==> src/rtl/timer_share_ctrl.sv <==
`default_nettype none
// ============================================================================
// Module   : timer_share_ctrl
// Purpose  : Round-robin scheduler sharing one external autoreset counter
//            among N_REQ requesters. The winner's limit is latched, the
//            counter is cleared, run until value == limit, and a one-cycle
//            done pulse tagged with the requester id is returned.
// Revision : 1.0 - initial release
// ----------------------------------------------------------------------------
// Parameters
//   N_REQ        number of requesters (2..8)
//   W            counter / limit width, must match the counter instance
// Ports
//   clk          clock, all state updates on posedge
//   rst          synchronous active-high reset
//   req_i        level request per requester, held until its done
//   req_limit_i  flattened limits, requester i at [i*W +: W]
//   grant_o      one-hot current owner of the counter, 0 when free
//   busy_o       counter owned
//   done_o       one-cycle pulse, interval finished
//   done_id_o    id of finished requester, holds between pulses
//   cnt_rst_o    to counter rst
//   cnt_en_o     to counter en
//   cnt_limit_o  to counter autoreset_limit
//   cnt_value_i  from counter value
// Build option
//   TSC_ABORT_EN defined: dropping the owner's request during LOAD/RUN
//   aborts the interval (no done) and clears the counter for one cycle.
// ============================================================================
module timer_share_ctrl #(
    parameter int N_REQ = 4,
    parameter int W     = 8
) (
    input  logic                       clk,
    input  logic                       rst,
    input  logic [N_REQ-1:0]           req_i,
    input  logic [N_REQ*W-1:0]         req_limit_i,
    output logic [N_REQ-1:0]           grant_o,
    output logic                       busy_o,
    output logic                       done_o,
    output logic [$clog2(N_REQ)-1:0]   done_id_o,
    output logic                       cnt_rst_o,
    output logic                       cnt_en_o,
    output logic [W-1:0]               cnt_limit_o,
    input  logic [W-1:0]               cnt_value_i
);

    localparam int IDW = $clog2(N_REQ);

    localparam logic [1:0] c_IDLE = 2'd0;
    localparam logic [1:0] c_LOAD = 2'd1;
    localparam logic [1:0] c_RUN  = 2'd2;
    localparam logic [1:0] c_DONE = 2'd3;

    localparam logic [IDW:0] c_NREQ = (IDW+1)'(N_REQ);

    logic [1:0]     state_q,   state_d;
    logic [IDW-1:0] ptr_q,     ptr_d;
    logic [IDW-1:0] id_q,      id_d;
    logic [IDW-1:0] done_id_q, done_id_d;
    logic [W-1:0]   lim_q,     lim_d;
    logic           abort_q,   abort_d;

    logic [2*N_REQ-1:0] w_req2;
    logic [N_REQ-1:0]   w_rot;
    logic [IDW:0]       w_sum;
    logic [IDW-1:0]     w_pick;
    logic [W-1:0]       w_pick_lim;
    logic               w_found;
    logic [IDW:0]       w_inc;
    logic [IDW-1:0]     w_ptr_next;
    logic [N_REQ-1:0]   w_onehot;
    logic               w_abort;

    // Rotate the request vector so bit 0 corresponds to requester ptr;
    // the lowest set bit of the rotated vector is then the round-robin winner.
    assign w_req2 = {req_i, req_i};
    assign w_rot  = N_REQ'(w_req2 >> ptr_q);
    assign w_found = |req_i;

    always_comb begin
        w_sum = '0;
        for (int k = N_REQ - 1; k >= 0; k--) begin
            if (w_rot[k]) begin
                w_sum = {1'b0, ptr_q} + (IDW+1)'(k);
            end
        end
        if (w_sum >= c_NREQ) begin
            w_sum = w_sum - c_NREQ;
        end
        w_pick = w_sum[IDW-1:0];
    end

    always_comb begin
        w_pick_lim = '0;
        for (int i = 0; i < N_REQ; i++) begin
            if (w_pick == IDW'(i)) begin
                w_pick_lim = req_limit_i[i*W +: W];
            end
        end
    end

    // (id + 1) mod N_REQ, valid for non-power-of-two N_REQ too
    assign w_inc      = {1'b0, id_q} + (IDW+1)'(1);
    assign w_ptr_next = (w_inc == c_NREQ) ? '0 : w_inc[IDW-1:0];

    assign w_onehot = N_REQ'(1) << id_q;

`ifdef TSC_ABORT_EN
    logic w_req_own;
    assign w_req_own = |(req_i & w_onehot);
    assign w_abort   = ((state_q == c_LOAD) || (state_q == c_RUN)) && !w_req_own;
`else
    assign w_abort   = 1'b0;
`endif

    // ------------------------------------------------------------------
    // State register
    // ------------------------------------------------------------------
    always_ff @(posedge clk) begin
        if (rst) begin
            state_q   <= c_IDLE;
            ptr_q     <= '0;
            id_q      <= '0;
            done_id_q <= '0;
            lim_q     <= '0;
            abort_q   <= 1'b0;
        end else begin
            state_q   <= state_d;
            ptr_q     <= ptr_d;
            id_q      <= id_d;
            done_id_q <= done_id_d;
            lim_q     <= lim_d;
            abort_q   <= abort_d;
        end
    end

    // ------------------------------------------------------------------
    // Next-state logic
    // ------------------------------------------------------------------
    always_comb begin
        state_d   = state_q;
        ptr_d     = ptr_q;
        id_d      = id_q;
        done_id_d = done_id_q;
        lim_d     = lim_q;
        abort_d   = 1'b0;
        case (state_q)
            c_IDLE: begin
                if (w_found) begin
                    state_d = c_LOAD;
                    id_d    = w_pick;
                    lim_d   = w_pick_lim;
                end
            end
            c_LOAD: begin
                if (w_abort) begin
                    state_d = c_IDLE;
                    ptr_d   = w_ptr_next;
                    abort_d = 1'b1;
                end else begin
                    state_d = c_RUN;
                end
            end
            c_RUN: begin
                if (w_abort) begin
                    state_d = c_IDLE;
                    ptr_d   = w_ptr_next;
                    abort_d = 1'b1;
                end else if (cnt_value_i == lim_q) begin
                    // Counter autoresets at this same edge.
                    state_d   = c_DONE;
                    done_id_d = id_q;
                end
            end
            c_DONE: begin
                state_d = c_IDLE;
                ptr_d   = w_ptr_next;
            end
            default: begin
                state_d = c_IDLE;
            end
        endcase
    end

    // ------------------------------------------------------------------
    // Output decode
    // ------------------------------------------------------------------
    always_comb begin
        grant_o     = '0;
        done_o      = 1'b0;
        cnt_en_o    = 1'b0;
        cnt_limit_o = '1;
        // rst is passed straight through so the counter clears with us;
        // abort_q clears it in the IDLE cycle after an aborted interval.
        cnt_rst_o   = rst | (state_q == c_LOAD) | abort_q;
        if (state_q != c_IDLE) begin
            grant_o     = w_onehot;
            cnt_limit_o = lim_q;
        end
        if (state_q == c_RUN) begin
            cnt_en_o = 1'b1;
        end
        if (state_q == c_DONE) begin
            done_o = 1'b1;
        end
    end

    assign busy_o    = |grant_o;
    assign done_id_o = done_id_q;

endmodule
`default_nettype wire
==> config.mk <==
export PLATFORM = sky130hd
export DESIGN_NAME = timer_share_ctrl
export DESIGN_NICKNAME = d
export VERILOG_FILES = /design/src/rtl/timer_share_ctrl.sv
export SDC_FILE = /design/constraint.sdc
export NUM_CORES = 1
export LEC_CHECK = 0
export ABC_AREA = 1
export CORE_MARGIN = 5
export CORE_UTILIZATION = 33
export DETAILED_ROUTE_END_ITERATION = 8
export GPL_ROUTABILITY_DRIVEN = 0
export PLACE_DENSITY = 0.65
export SYNTH_ARGS = -nofsm -noshare
export SYNTH_HDL_FRONTEND = slang
export SYNTH_SLANG_ARGS = --single-unit
export TNS_END_PERCENT = 20
==> constraint.sdc <==
create_clock -name clk -period 1.9 [get_ports clk]
set_clock_uncertainty 0.1 [all_clocks]
set_input_delay 0.38 -clock clk [delete_from_list [all_inputs] [get_ports clk]]
set_output_delay 0.38 -clock clk [all_outputs]
set_load 0.01 [all_outputs]
Word level (Yosys, flattened, before mapping). Index checks and enable logic that the tools add are counted. W data, S select, Z words.

Flip-flop bits (word level): 16. Word-level logic and storage cells: 49. Bits of input ports: 46.

Bitwise operators: 1. $lt $le $gt $ge: 1. Multiplexer cells: 17. Reductions and logical operators: 8. Eq/ne operators: 10. Shift-type cells: 2. Add/subtract/negate cells: 5.

Operators with widths (number): $mux W8 (5); $mux W3 (4); $eq A2 B2 Y1 const B (4); $eq A8 B8 Y1 (1); $mux W2 (4); $pmux W2 S4 (1); $reduce_or A4 Y1 (2); $shr A8 B2 Y4 (1); $add A2 B1 Y3 const B (2); $add A2 B2 Y3 const B (2); $reduce_and A2 Y1 (3); $eq A2 B1 Y1 const B (2); $logic_not A2 Y1 (2); $mux W4 (1); $ne A2 B2 Y1 const B (2); $shl A1 B2 Y4 const A (1); $eq A3 B3 Y1 const B (1); $ge A3 B3 Y1 const B (1); $mux W1 (2); $reduce_bool A2 Y1 (1); $sub A2 B1 Y2 const B (1); $or A1 B1 Y1 (1).

Logic depth before layout (Yosys ltp). Gate-level depths: netlist (run 1).

Depth after elaboration: 12. Gate-level depth with buffers: 17. Mapped depth without buffers: 16.

Least setup slack after synthesis (run 1). Ideal clock, no wire load.

Path type: register -> register. From: reg ptr_q[0]. To: reg lim_q[4]. Required time: 1666 ps. Path buffers: 2. Period minus slack after synthesis: 1718 ps. Arrival time: 1484 ps. Library setup time: 134 ps. Cell stages (with the launch flop): 15. Path slack: 182 ps. Path through: dfxtp_1 buf_6 inv_4 nand2_1 nand3_1 nand2_2 and2_4 nand2_4 nand2_4 nand2_8 buf_6 nand3_1 nand4_1 nand2_1 a21oi_1.

Cells in the longest elaborated chain, start to end: 12. Elaborated cells on any way between the ends: 19. Those cells by class: add/sub: 4; order compare: 1; eq/ne: 3; shift: 1; mux: 9; reduce/logical: 1.

Ends and longest elaborated chain: start: declaration (line 58) `logic [IDW-1:0] ptr_q, ptr_d;`; start signal: assignment (line 130) `ptr_q <= ptr_d;`; $add A2 B2 Y3 or $shr A8 B2 Y4 (tied branches) (line 85, 78); $mux W3 (3 in series) (line 84) `if (w_rot[k]) begin`; $mux W3 (*) (line 84); $ge A3 B3 Y1 or $sub A2 B1 Y2 (tied branches) (line 88, 89); $mux W2 (*) (line 88) `if (w_sum >= c_NREQ) begin`; $logic_not A2 Y1 (line 97) `if (w_pick == IDW'(i)) begin`; $mux W8 (3 in series) (line 97); $mux W8 (*) (line 97); end signal: assignment (line 133) `lim_q <= lim_d;`; end: declaration (line 61) `logic [W-1:0] lim_q, lim_d;`.

Mark *: on every way between the ends. The rest lies on a longest branch, timed or not. A chain may end at the register's enable or synchronous reset.

Worst setup path after layout (run 1).
From: reg state_q[0]. To: out cnt_limit_o[2].

Cells in the longest elaborated chain, start to end: 2.

Ends and longest elaborated chain: start: declaration (line 57) `logic [1:0] state_q, state_d;`; start signal: assignment (line 122) `state_q <= c_IDLE;`; start signal: assignment (line 129) `state_q <= state_d;`; $reduce_bool A2 Y1 (line 197) `if (state_q != c_IDLE) begin`; $mux W8 (line 197); end: declaration (line 44) `output logic [W-1:0] cnt_limit_o,`.

No other way between the ends.

==> impl_metrics.py, run 1 <==
metrics = {
    "detailed_routing": {
        "drt_iter0_drc": 46,
        "wl_per_cell_um": 12.2,
        "antenna_left": 0,
        "wl_mm": 4.38,
        "drc_errors": 0,
        "dr_total_vias": 1695,
        "vias_per_cell": 4.73,
        "first_pass_iters": 4,
    },
    "logic_synthesis": {
        "ys_ff_latch": 16,
        "synthesis.area_um2": 1470,
        "synthArstFlopShare": 0,
        "ys_seq_area_frac": 0.217,
        "avgSynthCellArea_um2": 6.73,
        "yosysWarnings": 0,
        "synthDistinctLibCells": 33,
        "synth_top_flop_cell": "dfxtp_1",
        "netlist_instances": 219,
        "synth_nets": 274,
        "synth_edf_count": 0,
    },
    "layout": {
        "finalNetCount": 362,
        "drive_gt1_frac": 0.265,
        "most-common-layout-cells": "48 x nand2_1, 43 x clkdlybuf4s50_1, 22 x inv_1, 22 x buf_4, 18 x nand3_1",
        "fin_util": 0.561,
        "fill_cells": 447,
        "antennaDiodeCount": 0,
        "mostFrequentLayoutCell": "nand2_1",
        "stdcell_area_um2": 2440,
        "areaGrowthSynthToFinish_pct": 65.6,
    },
    "critical_path": {
        "cp.required_ns": 1.42,
        "path_buf_inv": 2,
        "crit_family": "flip-flops",
        "critical_path.cell_chain": "inv_1 > ha_4 > or2_2 > clkdlybuf4s15_1",
        "slowest_stage": "dfxtp_1",
        "worstSetupPathType": "reg -> out",
        "path_max_fanout": 7,
        "cp-end-kind": "output port",
        "start_kind": "flip-flop",
        "slowest_delay_ns": 0.33,
        "arrival_ns": 1.36,
    },
    "placed_design": {
        "place_area_um2": 2270,
        "portBuffers": 63,
        "hpwl_mm": 3.31,
    },
    "floorplan": {
        "die_w_um": 76.8,
        "die_area_um2": 5900,
        "dieHeight_um": 76.8,
        "coreArea_um2": 4350,
        "ios": 64,
        "start_util": 0.339,
        "rows": 24,
    },
    "sta": {
        "hold_slack_ns": 0.361,
        "setup_tns_ns": 0,
        "slew_headroom": 0.795,
        "rsz0062_at_grt": "yes",
        "final-max-slew-violation-count": 0,
        "fmax_mhz": 544,
        "fin_crit_sh": 0.967,
        "hold_violations": 0,
        "setup-violations-final": 0,
        "worst_pin_slew_ns": 0.305,
        "finalCriticalPeriod_ns": 1.84,
    },
    "run": {
        "max_cap_viol_count": 0,
    },
    "run_status": {
        "status": "complete, no violations",
    },
    "grt": {
        "grt_pass1_vias": 1550,
        "antenna_found_initial": 0,
        "grt_start_max_net_pins": 20,
        "grt_pass1_wl_mm": 6.78,
        "grt_overflow": 0,
        "track_usage": 0.135,
    },
    "power": {
        "leakagePower_nw": 1.12,
        "p_total_w": 0.00313,
        "peakVddDrop_mv": 0.571,
        "p_per_area_nw_per_um2": 1280,
    },
    "cts": {
        "clkLatencyLatePin_ns": 0.25,
        "ctsHtreeMaxLevel": 1,
        "clk_pin_slew_ns": 0.06,
        "root_buffer": "clkbuf_8",
        "clock-sinks": 16,
        "cts_hold_buf": 0,
        "cts_tree": "done",
        "cts_buffers": 3,
        "cts.path.max_buffers": 2,
    },
    "min_path": {
        "worstHoldPathType": "reg -> reg",
    },
}
## cell families (layout without fill, tap and decap cells)
| kind of cell | count (synthesis) | after routing | share of synthesized area |
|---|---|---|---|
| AOI/OAI and AO/OA | 26 | 26 | 0.0993 |
| xor gates and xnor gates | 5 | 5 | 0.0297 |
| adders and majority gates | 9 | 9 | 0.0764 |
| buffers and inverters | 37 | 123 | 0.115 |
| DFF | 16 | 16 | 0.217 |
| and+or+nand+nor | 126 | 127 | 0.462 |
## power breakdown
| group | leakage, nW | switching (W) | internal (W) | total (W) |
|---|---|---|---|---|
| Sequential | 0.134 | 0.000110 | 0.000464 | 0.000573 |
| Clock | 0.0288 | 0.000116 | 0.000184 | 0.000300 |
| Combinational | 0.956 | 0.00117 | 0.00109 | 0.00225 |
| Total | 1.12 | 0.00139 | 0.00174 | 0.00313 |
## path summary, 6_finish.rpt
path	from	endpoint	slack, ns	cells after the start
setup / recovery	state_q[0]	cnt_limit_o[2]	0.06	4
setup reg to reg	ptr_q[0]	lim_q[3]	0.10	13
hold / removal	lim_q[1]	lim_q[1]	0.36	2
hold reg to reg	lim_q[1]	lim_q[1]	0.36	2
## synthesized netlist by cell type, types with 2 or more instances
cell | number | share of area
o21ai_0 | 8 | 0.027
or2_2 | 8 | 0.034
inv_2 | 2 | 0.0051
a21oi_1 | 12 | 0.041
nand2_4 | 3 | 0.023
inv_1 | 26 | 0.066
nand4_1 | 15 | 0.064
clkbuf_1 | 3 | 0.0076
inv_4 | 2 | 0.0085
xnor2_1 | 5 | 0.030
ha_1 | 9 | 0.076
o21ai_1 | 2 | 0.0068
buf_6 | 3 | 0.023
nand2_2 | 6 | 0.025
nand3_1 | 21 | 0.071
nor2_1 | 11 | 0.028
dfxtp_1 | 16 | 0.22
nand2_8 | 2 | 0.027
nand2_1 | 51 | 0.13
## metal layers
metal | part of all wire | wire, um | vias up | GRT usage
li1 | - | - | 892 | -
met1 | 0.46 | 2000 | 755 | 0.168
met2 | 0.49 | 2140 | 46 | 0.237
met3 | 0.050 | 218 | 2 | 0.0328
met4 | 0.0032 | 14 | 0 | 0.0262
met5 | 0 | 0 | - | 0
## layout make-up
type,count,area [um2],share of cell area
tap,52,65.1,0.0267
timing repair buffer,88,805,0.330
multi-input combinational,167,1050,0.430
timing repair inverter,1,8.76,0.00359
clock buffer,4,55.1,0.0226
sequential,16,330,0.135
inverter,30,128,0.0523
## metrics by stage
step | std cells | setup slack [ns]
after detailed placement | 346 | -0.426
after CTS | 351 | 0.00910
after global placement | 346 | -0.383
final | 358 | 0.0633
after global routing | 358 | -0.0708
after floorplan | 219 | 0.182
## worst register-to-register path, cell delays in order (launching register included)
cell	delay, ns
dfxtp_4	0.40
inv_4	0.06
nand2_1	0.09
nand3_2	0.09
nand2_2	0.10
and2_4	0.15
nand2_4	0.05
nand2_4	0.08
nand2_8	0.11
buf_4	0.16
nand3_1	0.05
nand4_1	0.11
nand2_1	0.09
a21oi_2	0.05
## state kept, by name, indices dropped and copies added, names as in the netlist
register and cells:
ptr_q 2, state_q 2, id_q 2, done_id_o 2
lim_q 8
## repair_timing
action                                  4_1_cts  5_1_grt
endpoints found under the setup margin       24       17
gates cloned                                  0        2
pin swaps                                     2        5
setup buffers                                 1        5
gates resized for setup                      34       31
No activity file was read; power rests on OpenSTA's default activity.
==> inputs of run 2 (changes only) <==
--- a/config.mk
+++ b/config.mk
@@ -9,8 +9,8 @@
 export CORE_MARGIN = 5
 export CORE_UTILIZATION = 33
 export DETAILED_ROUTE_END_ITERATION = 8
-export GPL_ROUTABILITY_DRIVEN = 0
 export PLACE_DENSITY = 0.65
+export SKIP_LAST_GASP = 1
 export SYNTH_ARGS = -nofsm -noshare
 export SYNTH_HDL_FRONTEND = slang
 export SYNTH_SLANG_ARGS = --single-unit
==> impl_metrics.py, run 2 (synthesis gave the netlist of run 1 again) <==
metrics = {
    "cts": {
        "cts_buffers": 3,
        "cts.path.max_buffers": 2,
        "clk_pin_slew_ns": 0.07,
        "ctsHtreeMaxLevel": 1,
        "root_buffer": "clkbuf_8",
        "clock-sinks": 16,
        "cts_tree": "done",
        "clkLatencyLatePin_ns": 0.25,
    },
    "detailed_routing": {
        "first_pass_iters": 4,
        "maxUsedRoutingLayer": "met4",
        "drt_iter0_drc": 49,
        "vias_per_cell": 4.81,
        "antenna_left": 0,
        "wl_mm": 4.36,
        "dr_wl_met2_mm": 2.18,
        "wl_per_cell_um": 12.2,
        "met1_length_mm": 1.95,
        "drc_errors": 0,
        "dr_total_vias": 1721,
        "wl_met3_um": 218,
    },
    "layout": {
        "areaGrowthSynthToFinish_pct": 68.8,
        "regMostFlops": "lim_q",
        "finalNetCount": 362,
        "ff_latch_area_um2": 328,
        "most-common-layout-cells": "49 x clkdlybuf4s50_1, 48 x nand2_1, 24 x inv_1, 23 x buf_4, 18 x nand3_1",
        "fill_cells": 438,
        "mostFrequentLayoutCell": "clkdlybuf4s50_1",
        "multiInputGateArea_um2": 1090,
        "drive_gt1_frac": 0.242,
        "antennaDiodeCount": 0,
        "largest_register_ffs": 8,
    },
    "floorplan": {
        "coreArea_um2": 4350,
        "die_w_um": 76.8,
        "die_area_um2": 5900,
        "ios": 64,
        "rows": 24,
        "start_util": 0.339,
        "dieHeight_um": 76.8,
    },
    "grt": {
        "antenna_found_initial": 0,
        "grt_overflow": 0,
        "grt_start_max_net_pins": 20,
        "grt_pass1_wl_mm": 6.80,
        "track_usage": 0.136,
        "grt_pass1_vias": 1544,
    },
    "critical_path": {
        "critical_path.cell_chain": "inv_1 > ha_4 > or2_2 > clkdlybuf4s50_1",
        "path_max_fanout": 7,
        "arrival_ns": 1.60,
        "start_kind": "flip-flop",
        "path_buf_inv": 2,
        "slowest_stage": "clkdlybuf4s50_1",
        "worstSetupPathType": "reg -> out",
        "slowest_delay_ns": 0.48,
        "crit_family": "buffers and inverters",
        "cp-end-kind": "output port",
        "cp.required_ns": 1.42,
    },
    "sta": {
        "fin_crit_sh": 1.09,
        "finalCriticalPeriod_ns": 2.08,
        "timing.final.ws_setup_ns": -0.180,
        "hold_slack_ns": 0.361,
        "worst_pin_slew_ns": 0.307,
        "setup-violations-final": 11,
        "final-max-slew-violation-count": 0,
        "slew_headroom": 0.793,
        "fmax_mhz": 481,
        "setup_tns_ns": -1.10,
        "rsz0062_at_grt": "yes",
        "hold_violations": 0,
    },
    "placed_design": {
        "dp_slack_ns": -0.426,
        "gp_congestion": 0.821,
        "hpwl_mm": 3.31,
        "portBuffers": 63,
    },
    "power": {
        "peakVddDrop_mv": 0.633,
        "leakagePower_nw": 1.16,
        "p_total_w": 0.00317,
        "p_per_area_nw_per_um2": 1270,
    },
    "run_status": {
        "status": "finished with violations",
        "violations": "setup timing",
    },
    "min_path": {
        "worstHoldPathType": "reg -> reg",
    },
    "run": {
        "max_cap_viol_count": 0,
    },
}
[run 2: area by class of cell]
cell class                 instances  share of cell area
sequential                        16               0.132
tap                               52              0.0261
inverter                          30              0.0493
timing repair buffer              88               0.333
clock buffer                       4              0.0221
multi-input combinational        168               0.438
[run 2: routing by layer]
| metal | up-vias | track usage |
|---|---|---|
| li1 | 895 | - |
| met1 | 777 | 0.170 |
| met2 | 47 | 0.235 |
| met3 | 2 | 0.0328 |
| met4 | 0 | 0.0262 |
| met5 | - | 0 |
[run 2: through the flow]
| stage | instances | cell area [um2] | util |
|---|---|---|---|
| CTS | 351 | 2330 | 0.536 |
| detailed placement | 346 | 2270 | 0.522 |
| finish | 358 | 2490 | 0.572 |
| floorplan | 219 | 1470 | - |
| global route | 358 | 2490 | 0.572 |
| global placement | 346 | 2270 | 0.522 |
[run 2: worst paths after layout]
kind	start	end	slack, ns	depth (start not counted)
setup / recovery	state_q[1]	cnt_limit_o[3]	-0.18	4
hold / removal	lim_q[1]	lim_q[1]	0.36	2
setup reg to reg	ptr_q[0]	lim_q[1]	0.09	12
hold reg to reg	lim_q[1]	lim_q[1]	0.36	2
[run 2: power by group]
part | switching [W] | internal (W)
Clock | 0.000118 | 0.000184
Sequential | 0.000106 | 0.000460
Combinational | 0.00117 | 0.00113
Total | 0.00140 | 0.00178
[run 2: worst min-delay path: stages (launching register included)]
cell and delay [ns]:
dfxtp_1 0.31, nand2_1 0.06, a21oi_1 0.05
[run 2: repair_timing]
action                                 4_1_cts  5_1_grt
hold buffers                                 0        0
pin swaps                                    1        5
cloned                                       0        2
resized for setup                           11       28
setup buffers                                1        5
endpoints found under the hold margin        0        0
setup endpoints to repair                   24       24
==> RTL change (config.mk and constraints of run 1) <==
The parameter `N_REQ` goes from 4 to 2.
--- a/src/rtl/timer_share_ctrl.sv
+++ b/src/rtl/timer_share_ctrl.sv
@@ -28,7 +28,7 @@
 //   aborts the interval (no done) and clears the counter for one cycle.
 // ============================================================================
 module timer_share_ctrl #(
-    parameter int N_REQ = 4,
+    parameter int N_REQ = 2,
     parameter int W     = 8
 ) (
     input  logic                       clk,
Interface: changed (resized done_id_o, grant_o, req_i and req_limit_i); port bits go from 64 to 43. No check against the original RTL was run, so the function may have changed too.
==> RTL change against run 1 <==
Critical path depth increased by 1; hold slack about the same; critical endpoint is now cnt_limit_o[6]; register-to-register slack improved by 0.31 ns; sequential share of layout area increased by 5.3 points; synthesized area decreased by 43%; combinational power decreased by 48%; total power decreased by 43%; design area decreased by 43%; setup slack got worse by 0.030 ns; critical path type unchanged; count of clock-buffer cells in the layout unchanged; non-clock buffer count decreased by 37; maximum frequency decreased by 1.6%; routed wire length decreased by 48%; sequential cell count decreased by 3.
==> RTL change: results (changes against run 1) <==
- Syn_nets: 153 (-44%)
- Hold EP: done_id_o$_SDFFE_PP0P_
- DRT Pass-1 Iters: 4 (unchanged)
- Commonest cells in the synthesized netlist: nand2_1, inv_1, dfxtp_1
- Placed cell areas: 1330 um2 (-42%)
- # fillers: 251 (-44%)
- Buffers on Ports: 42 (-33%)
- Yosys warns: 0 (unchanged)
- R2R Setup Slk: 0.41 ns (+0.31 ns)
- Cts repair resizes: 36 (+5.9%)
- Worst hold slack: 0.361 ns (+0.000412 ns)
- Hold path cells: 2 (unchanged)
- Crit Reg-Reg Startpoint: state_q[1]$_SDFFE_PP0P_
- Library cells used by synthesis: 21 (-36%)
- Clk pin slew, worst setup/hold paths: 0.08 ns (+0.02 ns)
- Peak VDD IR: 0.000664 V (+16%)
- Worst reg2reg endpoint: lim_q[3]$_SDFFE_PP0P_
- Total leakage power: 0.643 nW (-42%)
- Sequential-to-total area share from yosys stat: 31.0% (+9.2 points)
- Synth area leaders: dfxtp_1, nand2_1, inv_1
- Pre-CTS setup slack: -0.131 ns (+0.295 ns)
- CP Max Fanout: 6 (-1)
- Final layout net count: 206 (-43%)
- Drt first-iter violations: 10 (-78%)
- Largest stage delay on the critical path: 0.34 ns
- Layout cells sized above 1: 20.8% (-5.7 points)
- Max-slew headroom: 74.0% (-5.4 points)
- Initial antenna violation count: 0 (unchanged)
- Worst path arrival time: 1.39 ns (+0.03 ns)
- Share of flip-flops with an asynchronous set or reset: 0% (unchanged)
- Mean Syn Cell Area: 6.95 um2 (+3.2%)
- DR vias/cell: 4.56 (-3.8%)
- Area growth syn-to-layout: 66.1%
- Clock latency on the worst-skew pair: 0.27 ns (+0.02 ns)
- Biggest regs: lim_q (8), state_q (2)
- Min-delay src: done_id_o$_SDFFE_PP0P_
- Maximum root-to-sink buffer count: 2 (unchanged)
- R2R depth: 7 (-6)
- Gr usage total: 13.9% (+0.33 points)
- Antenna Cells: 0 (unchanged)
- Htree depth: 1 (unchanged)
- Vias in the first global route: 880 (-43%)
- Root Buffer Master: clkbuf_4
- Largest net degree at the start of global routing: 18 (-10%)
- Status: finished, final reports clean
- Slowest-stage cell, CP: dfxtp_2
- First-pass GRT wire length: 3850 um (-43%)
- DR WL/cell: 11.1 um (-9.0%)
- Worst hold-check path type: reg -> reg
- Finished Layout Cells: 203 (-43%)
- DP HPWL: 1820 um (-45%)
- Post-CTS setup buffers: 2 (+1)
RTL change: cell types whose count changed after synthesis, moves of 8 or more:
cell	delta
a21oi_1	-8
nand2_1	-14
nand3_1	-16
nand4_1	-14
inv_1	-12
RTL change: worst max path at each step:
stage                             from        endpoint  slack [ns]
2_1_floorplan  state_q[0]$_SDFFE_PP0P_  cnt_limit_o[0]        0.39
3_3_place_gp                       rst       cnt_rst_o       -0.12
3_5_place_dp                       rst       cnt_rst_o       -0.13
4_1_cts        state_q[0]$_SDFFE_PP0P_  cnt_limit_o[7]        0.01
5_1_grt        state_q[1]$_SDFFE_PP0P_  cnt_limit_o[7]       -0.03
6_report       state_q[1]$_SDFFE_PP0P_  cnt_limit_o[6]        0.03
RTL change: per-layer routing:
layer | global-route usage (%) | share of wire (%) | vias to the layer above
li1 | - | - | 489
met1 | 16.1 | 39 | 404
met2 | 25.2 | 52 | 30
met3 | 3.62 | 8.5 | 2
met4 | 3.72 | 0.53 | 0
met5 | 0 | 0 | -
RTL change: kinds of logic (layout without fill, tap and decap cells):
group | after synthesis | in the layout | synth area share, %
AOI/OAI and AO/OA | 23 | 23 | 18.2
xor gates and xnor gates | 5 | 5 | 5.21
adders and majority gates | 4 | 4 | 5.95
buffers and inverters | 20 | 72 | 11.3
DFF | 13 | 13 | 31.0
and+or+nand+nor | 56 | 56 | 28.4
RTL change: report_power, final:
group	total [mW]	switching [mW]	internal, mW
combinational	1.18	0.537	0.644
sequential	0.436	0.0711	0.365
clock	0.172	0.0911	0.0812
total	1.79	0.699	1.09
RTL change: cell type report:
type	count	share of cell area [%]
Multi-Input combinational cell	88	36.0
Timing Repair Buffer	51	35.7
Sequential cell	13	18.8
Inverter	17	4.93
Tap cell	30	2.69
Clock buffer	4	1.88
